==> src/rtl/pwm_dac.sv <==
// PWM DAC: turns a stream of unsigned duty samples into a fixed-period PWM bit.
// Each period is 2^WIDTH-1 clocks. A one-deep pending buffer feeds the active duty at period boundaries.
module pwm_dac #(
    parameter int unsigned WIDTH = 8
) (
    input  logic             clk,
    input  logic             rst,
    input  logic             enable,
    input  logic [WIDTH-1:0] in_sample,
    input  logic             in_valid,
    output logic             in_ready,
    input  logic             clr_underrun,
    output logic             pwm_out,
    output logic             period_start,
    output logic             underrun,
    output logic             busy
);

    // Last count value of a period: 2^WIDTH-2
    localparam logic [WIDTH-1:0] CNT_LAST = ~WIDTH'(1);

    typedef enum logic [1:0] {
        IDLE = 2'd0,
        RUN  = 2'd1,
        STOP = 2'd2
    } state_t;

    state_t           state_q;
    state_t           state_d;
    logic [WIDTH-1:0] cnt_q;
    logic [WIDTH-1:0] cnt_d;
    logic [WIDTH-1:0] cnt_wrap;
    logic [WIDTH-1:0] duty_active;
    logic [WIDTH-1:0] pending;
    logic             pending_full;
    logic             boundary;
    logic             first_boundary;
    logic             accept;
    logic             transfer;
    logic             set_underrun;

    // Ready comes straight from the buffer flag, never from in_valid
    assign in_ready = ~pending_full;

    assign cnt_wrap = (cnt_q == CNT_LAST) ? '0 : cnt_q + WIDTH'(1);

    // Next state, next count and period-boundary detection
    always_comb begin
        state_d        = state_q;
        cnt_d          = cnt_q;
        boundary       = 1'b0;
        first_boundary = 1'b0;
        case (state_q)
            IDLE: begin
                cnt_d = '0;
                if (enable) begin
                    state_d        = RUN;
                    boundary       = 1'b1;
                    first_boundary = 1'b1;
                end
            end
            RUN: begin
                cnt_d    = cnt_wrap;
                boundary = (cnt_q == CNT_LAST);
                if (!enable) begin
                    state_d = STOP;
                end
            end
            STOP: begin
                cnt_d = cnt_wrap;
                if (enable) begin
                    state_d  = RUN;
                    boundary = (cnt_q == CNT_LAST);
                end else if (cnt_q == CNT_LAST) begin
                    state_d = IDLE;
                end
            end
            default: begin
                state_d = IDLE;
                cnt_d   = '0;
            end
        endcase
    end

    // Accept needs an empty buffer, transfer a full one, so both never fire together
    assign accept       = in_valid & ~pending_full;
    assign transfer     = boundary & pending_full;
    assign set_underrun = boundary & ~pending_full & ~first_boundary;

    always_ff @(posedge clk or negedge rst) begin
        if (!rst) begin
            state_q      <= IDLE;
            cnt_q        <= '0;
            duty_active  <= '0;
            pending      <= '0;
            pending_full <= 1'b0;
            pwm_out      <= 1'b0;
            period_start <= 1'b0;
            underrun     <= 1'b0;
            busy         <= 1'b0;
        end else begin
            state_q <= state_d;
            cnt_q   <= cnt_d;
            if (transfer) begin
                duty_active  <= pending;
                pending_full <= 1'b0;
            end else if (accept) begin
                pending_full <= 1'b1;
            end
            if (accept) begin
                pending <= in_sample;
            end
            if (set_underrun) begin
                underrun <= 1'b1;
            end else if (clr_underrun) begin
                underrun <= 1'b0;
            end
            pwm_out      <= (state_q != IDLE) && (cnt_q < duty_active);
            period_start <= (state_d != IDLE) && (cnt_d == '0);
            busy         <= (state_d != IDLE);
        end
    end

endmodule

==> config.mk <==
export PLATFORM = sky130hd
export DESIGN_NAME = pwm_dac
export DESIGN_NICKNAME = d
export VERILOG_FILES = /design/src/rtl/pwm_dac.sv
export SDC_FILE = /design/constraint.sdc
export NUM_CORES = 1
export LEC_CHECK = 0
export BUFFER_PORTS_ARGS = -buffer_cell sky130_fd_sc_hd__buf_2
export CORE_MARGIN = 1
export CORE_UTILIZATION = 60
export DETAILED_ROUTE_END_ITERATION = 6
export GPL_ROUTABILITY_DRIVEN = 0
export PLACE_DENSITY = 0.84
export SKIP_CTS_REPAIR_TIMING = 1
export SLEW_MARGIN = 10
export SYNTH_ARGS = -nofsm -noshare
export SYNTH_HDL_FRONTEND = slang
export SYNTH_SLANG_ARGS = --single-unit
==> constraint.sdc <==
create_clock -name clk -period 4.9 [get_ports clk]
set_clock_uncertainty 0.15 [all_clocks]
set_input_delay 0.735 -clock clk [delete_from_list [all_inputs] [get_ports clk]]
set_output_delay 0.735 -clock clk [all_outputs]
set_load 0.005 [all_outputs]
======== After elaboration in Yosys (flattened, before gate mapping) ========
Index checks and enable logic that the tools add are counted.
operators by class
  add/sub/neg operators ................... 1
  multipliers ............................. 0
  divide/modulo/power cells ............... 0
  magnitude comparators ................... 1
  equality and inequality tests ........... 3
  shift-type cells ........................ 0
  mux-type cells .......................... 15
  bitwise gates (word level) .............. 6
  reductions and logical operators ........ 9
operators by type and width
  kind                                                                    number
  8-bit 2-to-1 mux                                                        2
  8-bit by 1-bit adder with 8-bit output (second input constant)          1
  8-bit equality test (second input constant)                             1
  8-bit logical NOT                                                       1
  8-bit < comparator                                                      1
  2-bit 2-to-1 mux                                                        4
  2-bit nonzero test                                                      4
  1-bit 2-to-1 mux                                                        7
  2-bit case mux with 3 select lines                                      1
  1-bit bitwise AND                                                       4
  1-bit case mux with 3 select lines                                      1
  2-bit by 1-bit equality test with 1-bit output (second input constant)  1
  2-bit equality test (second input constant)                             1
  1-bit logical AND                                                       2
  2-bit logical NOT                                                       1
  1-bit NOT                                                               2
  2-bit OR reduction                                                      1
storage, ports and cells
  bits in registers ....................... 31
  bits in latches ......................... 0
  RAM bits ................................ 0
  bits in read-only memories .............. 0
  input bits .............................. 13
  output and inout bits ................... 5
  logic and storage cells ................. 44
  memories kept ........................... 0

======== Depth between registers and ports, before layout ========
Gate-level depths: netlist (run 1).
  depth in word-level cells ............... 6
  mapped depth ............................ 7

======== Worst setup path after synthesis (run 1) ========
Ideal clock, no wire load.
  path type ............................... register to register
  from .................................... reg cnt_q[0]
  to ...................................... reg duty_active[0]
  arrival time ............................ 1763 ps
  data required time ...................... 4625 ps
  slack ................................... 2862 ps
  stages on the path, launching flop included .. 8
  period minus slack after synthesis ...... 2038 ps
  cell sequence ........................... dfrtp_1 inv_1 ha_1 nand2_1 o31a_1 or3_1 buf_6 mux2_4
on the way
  cells in the longest elaborated chain, start to end .. 4
RTL lines
  element                               line    text
  start: declaration                    30      logic [WIDTH-1:0] cnt_q;
  start signal: assignment              103     cnt_q <= cnt_d;
  8-bit equality test *                 64, 73
  1-bit 2-to-1 mux                      71      if (enable) begin
  1-bit case mux with 3 select lines *  53      case (state_q)
  1-bit bitwise AND *                   87      assign transfer = boundary & pending_full;
  end signal: assignment                105     duty_active <= pending;
  end: declaration                      33      logic [WIDTH-1:0] duty_active;
Every way passes the cells marked *; elsewhere a longest branch is shown, timed or not.
A chain may end at the register's enable or synchronous reset.

======== Final worst setup path (run 1) ========
  from .................................... reg cnt_q[2]
  to ...................................... reg duty_active[5]
Same word-level chain as after synthesis.

==> results of run 1 <==
## layout make-up
cell class	instances	area, sq um	share of cell area [%]
repair buffers	17	85.08	4.674
inverters	13	48.80	2.680
flip-flops and latches	31	775.7	42.61
clock inverters	2	35.03	1.924
multi-input cells	99	787.0	43.23
well taps	30	37.54	2.062
clock buffers	6	51.30	2.818
## synth_stat cells
cell type                  count
sky130_fd_sc_hd__a211oi_1      1
sky130_fd_sc_hd__xor2_1        3
sky130_fd_sc_hd__o21a_1        2
sky130_fd_sc_hd__nand3b_1      1
sky130_fd_sc_hd__and4b_1       1
sky130_fd_sc_hd__a211o_1       1
sky130_fd_sc_hd__buf_4         3
sky130_fd_sc_hd__buf_6         1
sky130_fd_sc_hd__mux2_2        8
sky130_fd_sc_hd__a21o_1        2
sky130_fd_sc_hd__and4_4        1
sky130_fd_sc_hd__a32o_1        1
sky130_fd_sc_hd__nand3_1       4
sky130_fd_sc_hd__xnor2_1       1
sky130_fd_sc_hd__a31oi_1       1
sky130_fd_sc_hd__o21ai_1       1
sky130_fd_sc_hd__nand2_1       8
sky130_fd_sc_hd__a31o_2        1
sky130_fd_sc_hd__nor2b_1       4
sky130_fd_sc_hd__clkbuf_1      1
sky130_fd_sc_hd__ha_1         13
sky130_fd_sc_hd__dfrtp_1      31
sky130_fd_sc_hd__nand2b_1      1
sky130_fd_sc_hd__o31a_1        1
sky130_fd_sc_hd__nand2_2       1
sky130_fd_sc_hd__mux2_4        8
sky130_fd_sc_hd__nor2_1       10
sky130_fd_sc_hd__nor3_1        3
sky130_fd_sc_hd__nand4_1       1
sky130_fd_sc_hd__o221ai_1      2
sky130_fd_sc_hd__o21ai_0       5
sky130_fd_sc_hd__nor4_1        3
sky130_fd_sc_hd__or3_1         4
sky130_fd_sc_hd__a21boi_0      1
sky130_fd_sc_hd__a21oi_1       5
sky130_fd_sc_hd__inv_1        13
## where the power goes
part           internal, mW  total, mW  switching (mW)
clock                 0.120      0.209          0.0884
combinational         0.224      0.410           0.186
sequential            0.357      0.428          0.0714
## how the worst max path moves through the flow
| stage | slack [ps] | endpoint | startpoint |
|---|---|---|---|
| floorplan | 2860 | duty_active[0] | cnt_q[0] |
| finish | 2540 | duty_active[5] | cnt_q[2] |
| global route | 2450 | duty_active[5] | cnt_q[2] |
| detailed placement | 2480 | duty_active[5] | enable |
| global placement | 2550 | duty_active[2] | enable |
| CTS | 2560 | duty_active[5] | cnt_q[2] |
## logic make-up after synthesis
logic type / count (synthesis) / synth area share (%)
compound gates: 24 / 9.711
fa+ha+maj: 13 / 9.864
buf+inv: 18 / 5.235
xor+xnor: 4 / 2.125
simple gates: 42 / 13.28
flops: 31 / 47.04
mux: 16 / 12.75
## sequential cells by signal, summed over array words and instances (netlist names)
name and flops:
pending_full 1, duty_active 8, pwm_out 1, state_q 2, pending 8, underrun 1
period_start 1, busy 1, cnt_q 8
## per-layer routing
metal	global-route usage [%]	part of all wire, %	vias up
met4	12.82	2.2	0
met5	0	0	-
met2	35.77	48	26
li1	-	-	556
met3	6.667	4.0	9
met1	29.13	46	562
## worst max-delay path, stage by stage (launching register included)
cell and delay (ps):
sky130_fd_sc_hd__dfrtp_1 520, sky130_fd_sc_hd__and4_4 280, sky130_fd_sc_hd__nand2_2 70, sky130_fd_sc_hd__o31a_1 290, sky130_fd_sc_hd__or3_1 550, sky130_fd_sc_hd__mux2_4 390
==> results.yml, run 1 <==
pwr:
  report.power.total_mw: 1.047
  power_per_cell_area_nw_per_um2: 575.4
  vdd_ir_drop_max_v: 0.0004352
  static-leakage-power_nw: 0.9027
sta:
  setup_violations: 0
  setup_ws_ps: 2542
  finalMaxSlewViolations: 0
  fin_worst_hold_slack_ps: 276.5
  period_minus_slack_ps: 2358
  max_slew_headroom_pct: 52.46
  layout_worst_path_cycle_share_pct: 48.13
  hold_viol_final: 0
  tightest_slew_ps: 711.7
  rsz_0062_raised_after_global_routing: "false"
  setup_total_negative_slack_ps: 0
  highest_attainable_clock_frequency_mhz: 424.0
detailed_routing:
  drt_iter0_drc: 13
  final_antenna_net_count: 0
  detailroute.via_count: 1153
  drcViolationCount: 0
  dr.pass1.iters: 4
  detail_route.wirelength_um: 2807
  vias_per_cell: 5.823
  wl_per_cell_um: 14.18
logic_synthesis:
  syn_avg_cell_area_sq_um: 11.14
  synth.net_count: 174
  synthesis.yosys.warnings: 0
  post_synth_num_cell_types: 36
  post_synth_instance_area_sq_um: 1649
  post_synthesis_cells: 148
  synth_top_area_cell: "sky130_fd_sc_hd__dfrtp_1"
  synth_top_area_share_pct: 47.04
  synth_sequential_area_ratio_pct: 47.04
  yosys-top-cells-area: "sky130_fd_sc_hd__dfrtp_1, sky130_fd_sc_hd__ha_1, sky130_fd_sc_hd__mux2_4"
  synth.ff_latch_count: 31
cts:
  cts-htree-levels: 2
  insertion_delay_ps: 330
  cts_inserted_buffers: 5
  tritoncts_clock_tree: "built"
  max-clock-path-buffers: 2
  cts.root.buffer_cell: "sky130_fd_sc_hd__clkbuf_4"
  cts.sinks: 31
  clk_pin_slew_ps: 100
floorplanning:
  io-pin-count: 18
  start_util_pct: 64.80
  placementRows: 18
  die-width_um: 54.43
  core_area_sq_um: 2545
  die_area_sq_um: 2962
  die-height_um: 54.43
worst_setup_path:
  timing.critical_path.arrival_ps: 2430
  critical_path_class: "flop to flop"
  crit_path_max_fanout: 9
  worst_r2r_endpoint: "duty_active[5]"
  reg2reg_slack_ps: 2540
  worstPathRequired_ps: 4980
  reg2reg_depth: 5
  cp-end-kind: "flop"
  timing.critical_path.from_type: "flop"
  crit_reg_reg_startpoint: "cnt_q[2]"
cells_and_area:
  final_core_area_utilization_pct: 71.53
  num_antenna_cells: 0
  layout.cells.most_common: "sky130_fd_sc_hd__dfrtp_1"
  design.final.nets: 193
  most-common-layout-cells: "sky130_fd_sc_hd__dfrtp_1, sky130_fd_sc_hd__buf_2, sky130_fd_sc_hd__inv_1, sky130_fd_sc_hd__ha_1, sky130_fd_sc_hd__nor2_1"
  area_growth_syn_to_layout_pct: 10.39
  fin_cells: 198
  final.fill_count: 197
  postLayoutCellArea_sq_um: 1821
  drive_gt1_share_pct: 26.19
placed_design:
  place.port_buffers: 17
  placed_cells_incl_taps: 190
  dp_worst_setup_slack_ps: 2482
  placedInstanceArea_sq_um: 1734
  detailedPlacementHpwl_um: 2055
worst_hold_path:
  hp-class: "primary input to async pin"
global_routing:
  antenna_violations_before_repair: 0
  grt_pass1_vias: 1067
  largest_net_degree_at_the_start_of_global_routing: 32
  grt-ovfl-total: 0
  grt_pass1_wl_um: 4657
  gr-usage-all-layers_pct: 23.22
status:
  status: "finished clean"
flow_run:
  drv.max_cap_violation_count: 0
(Power assumes the default switching activity.)
==> run 2, diff against run 1 <==
--- a/config.mk
+++ b/config.mk
@@ -7,10 +7,10 @@
 export LEC_CHECK = 0
 export BUFFER_PORTS_ARGS = -buffer_cell sky130_fd_sc_hd__buf_2
 export CORE_MARGIN = 1
-export CORE_UTILIZATION = 60
+export CORE_UTILIZATION = 57
 export DETAILED_ROUTE_END_ITERATION = 6
 export GPL_ROUTABILITY_DRIVEN = 0
-export PLACE_DENSITY = 0.84
+export PLACE_DENSITY = 0.81
 export SKIP_CTS_REPAIR_TIMING = 1
 export SLEW_MARGIN = 10
 export SYNTH_ARGS = -nofsm -noshare
==> constraint.sdc (replaced) <==
create_clock -name clk -period 2.25 [get_ports clk]
set_clock_uncertainty 0.15 [all_clocks]
set_input_delay 0.3375 -clock clk [delete_from_list [all_inputs] [get_ports clk]]
set_output_delay 0.3375 -clock clk [all_outputs]
set_load 0.005 [all_outputs]
==> run 2 against run 1 <==
Effect of this change: first-iteration DRC count increased to 2.6 times the previous value; largest power group is now combinational logic; power increased by 130%; count of clock-buffer cells in the layout unchanged; via count increased by 4.0%; maximum frequency increased by 11%; routed wire length increased by 7.8%; combinational power increased by 150%; critical path depth increased by 1.
==> results.yml, run 2 (synthesized netlist as in run 1, its figures left out) <==
floorplanning:
  core_area_sq_um: 2758
  start_util_pct: 59.80
  placementRows: 19
  die-height_um: 55.79
  die-width_um: 55.79
  io-pin-count: 18
  die_area_sq_um: 3112
pwr:
  static-leakage-power_nw: 0.9544
  power.clock.fraction_pct: 21.8
  seq_power_share_pct: 37.0
  power.switching_mw: 0.7738
  cell_internal_pwr_mw: 1.676
  netSwitchingFraction_pct: 31.59
  vdd_ir_drop_max_v: 0.001130
  comb_power_share_pct: 41.3
  power_per_cell_area_nw_per_um2: 1281
cts:
  max-clock-path-buffers: 2
  insertion_delay_ps: 330
  cts_inserted_buffers: 5
  cts-htree-levels: 2
  cts.root.buffer_cell: "sky130_fd_sc_hd__clkbuf_4"
  clk_pin_slew_ps: 90
  cts.sinks: 31
  tritoncts_clock_tree: "built"
global_routing:
  gr-usage-all-layers_pct: 22.42
  antenna_violations_before_repair: 0
  grt_pass1_vias: 1228
  grt_pass1_wl_um: 5237
  grt-ovfl-total: 0
  largest_net_degree_at_the_start_of_global_routing: 32
worst_setup_path:
  reg2reg_slack_ps: 120
  largest_stage_delay_on_the_critical_path_ps: 430
  timing.critical_path.from_type: "flop"
  crit_reg_reg_startpoint: "state_q[0]"
  path_cells: "inv_1, ha_1, a21oi_1, o31a_1, or3_4, mux2_4"
  worst_r2r_endpoint: "duty_active[7]"
  worst_path_max_delay_cell: "sky130_fd_sc_hd__dfrtp_1"
  cp-end-kind: "flop"
  reg2reg_depth: 6
  worstPathRequired_ps: 2320
  critical_path_class: "flop to flop"
  crit_path_max_fanout: 9
  timing.critical_path.arrival_ps: 2200
cells_and_area:
  layout.cells.most_common: "sky130_fd_sc_hd__dfrtp_1"
  ff_latch_area_sq_um: 775.7
  drive_gt1_share_pct: 29.38
  biggestRegsByFlops: "cnt_q: 8 flops, duty_active: 8 flops, pending: 8 flops"
  fin_cells: 208
  num_antenna_cells: 0
  final.fill_count: 202
  design.final.nets: 202
  area_growth_syn_to_layout_pct: 15.93
  multi_input_comb_area_sq_um: 792.0
  most-common-layout-cells: "sky130_fd_sc_hd__dfrtp_1, sky130_fd_sc_hd__buf_2, sky130_fd_sc_hd__inv_1, sky130_fd_sc_hd__ha_1, sky130_fd_sc_hd__nor2_1"
status:
  status: "finished clean"
sta:
  rsz_0062_raised_after_global_routing: "false"
  setup_violations: 0
  setup_ws_ps: 116.1
  hold_viol_final: 0
  max_slew_headroom_pct: 54.16
  finalMaxSlewViolations: 0
  setup_total_negative_slack_ps: 0
  layout_worst_path_cycle_share_pct: 94.84
  tightest_slew_ps: 687.5
  period_minus_slack_ps: 2134
  highest_attainable_clock_frequency_mhz: 468.6
detailed_routing:
  vias_per_cell: 5.764
  drcViolationCount: 0
  dr.pass1.iters: 4
  wl_per_cell_um: 14.55
  detailroute.via_count: 1199
  drt_iter0_drc: 34
  final_antenna_net_count: 0
  detail_route.wirelength_um: 3027
placed_design:
  dp_worst_setup_slack_ps: -40.88
  placed_cells_incl_taps: 199
  place.port_buffers: 17
  detailedPlacementHpwl_um: 2345
worst_hold_path:
  worstHoldPathCells: 2
  hp-class: "primary input to flop"
  min-delay-start: "in_valid"
  worst_hold_path.endpoint: "pending_full"
flow_run:
  drv.max_cap_violation_count: 0
-- run 2: cell count changes in the layout (fill, tap and decap cells not counted) --
cell	change
sky130_fd_sc_hd__clkbuf_8	-1
sky130_fd_sc_hd__or3_4	+1
sky130_fd_sc_hd__or3_1	-1
sky130_fd_sc_hd__bufinv_16	+1
sky130_fd_sc_hd__clkinv_2	-1
sky130_fd_sc_hd__buf_4	+8
sky130_fd_sc_hd__dlygate4sd3_1	+1
sky130_fd_sc_hd__clkbuf_1	+1
-- run 2: power groups by stage --
stage	registers, mW	logic (mW)	clock network (mW)
after floorplan	0.896	0.738	0
after CTS	0.908	1.01	0.543
after global placement	0.900	0.945	0
after detailed placement	0.920	1.00	0
final	0.906	1.01	0.534
after global routing	0.932	1.13	0.559
-- run 2: per-layer routing --
metal  GRT usage, %  part of all wire (%)  vias up
li1               -                     -      573
met1          24.27                    41      573
met2          38.90                    51       44
met3          5.814                   4.7        9
met4          13.93                   2.3        0
met5              0                     0        -
-- run 2: critical path: cells and delay by family, from the launching register on --
kind | cells | cell delay (ps)
AOI/OAI and AO/OA | 2 | 340
adders and majority gates | 1 | 220
buffers and inverters | 1 | 140
DFF | 1 | 430
muxes | 1 | 320
and+or+nand+nor | 1 | 430
-- run 2: how the worst max path moves through the flow --
| stage | start | end | slack [ps] | cells after the start |
|---|---|---|---|---|
| finish | state_q[0] | duty_active[7] | 120 | 6 |
| detailed placement | state_q[0] | duty_active[3] | -40 | 6 |
| CTS | state_q[0] | duty_active[3] | -50 | 6 |
| floorplan | cnt_q[0] | duty_active[0] | 210 | 7 |
| global route | state_q[0] | duty_active[7] | 50 | 6 |
| global placement | state_q[0] | duty_active[3] | 70 | 6 |
-- run 2: stage by stage --
stage,hold slack (ps),total power [mW],util (%),instance area (sq um)
after floorplan,-108.1,1.634,-,1649
after global placement,249.7,1.845,65.11,1795
after detailed placement,255.7,1.925,65.11,1795
after CTS,-110.2,2.461,68.78,1897
after global routing,66.80,2.619,69.33,1912
final,79.93,2.450,69.33,1912
-- run 2: final cells by class --
cell class	count	share of cell area, %
multi-input cells	99	41.43
flip-flops and latches	31	40.58
repair buffers	26	8.115
clock inverters	2	3.141
inverters	13	2.552
clock buffers	6	2.160
well taps	31	2.029
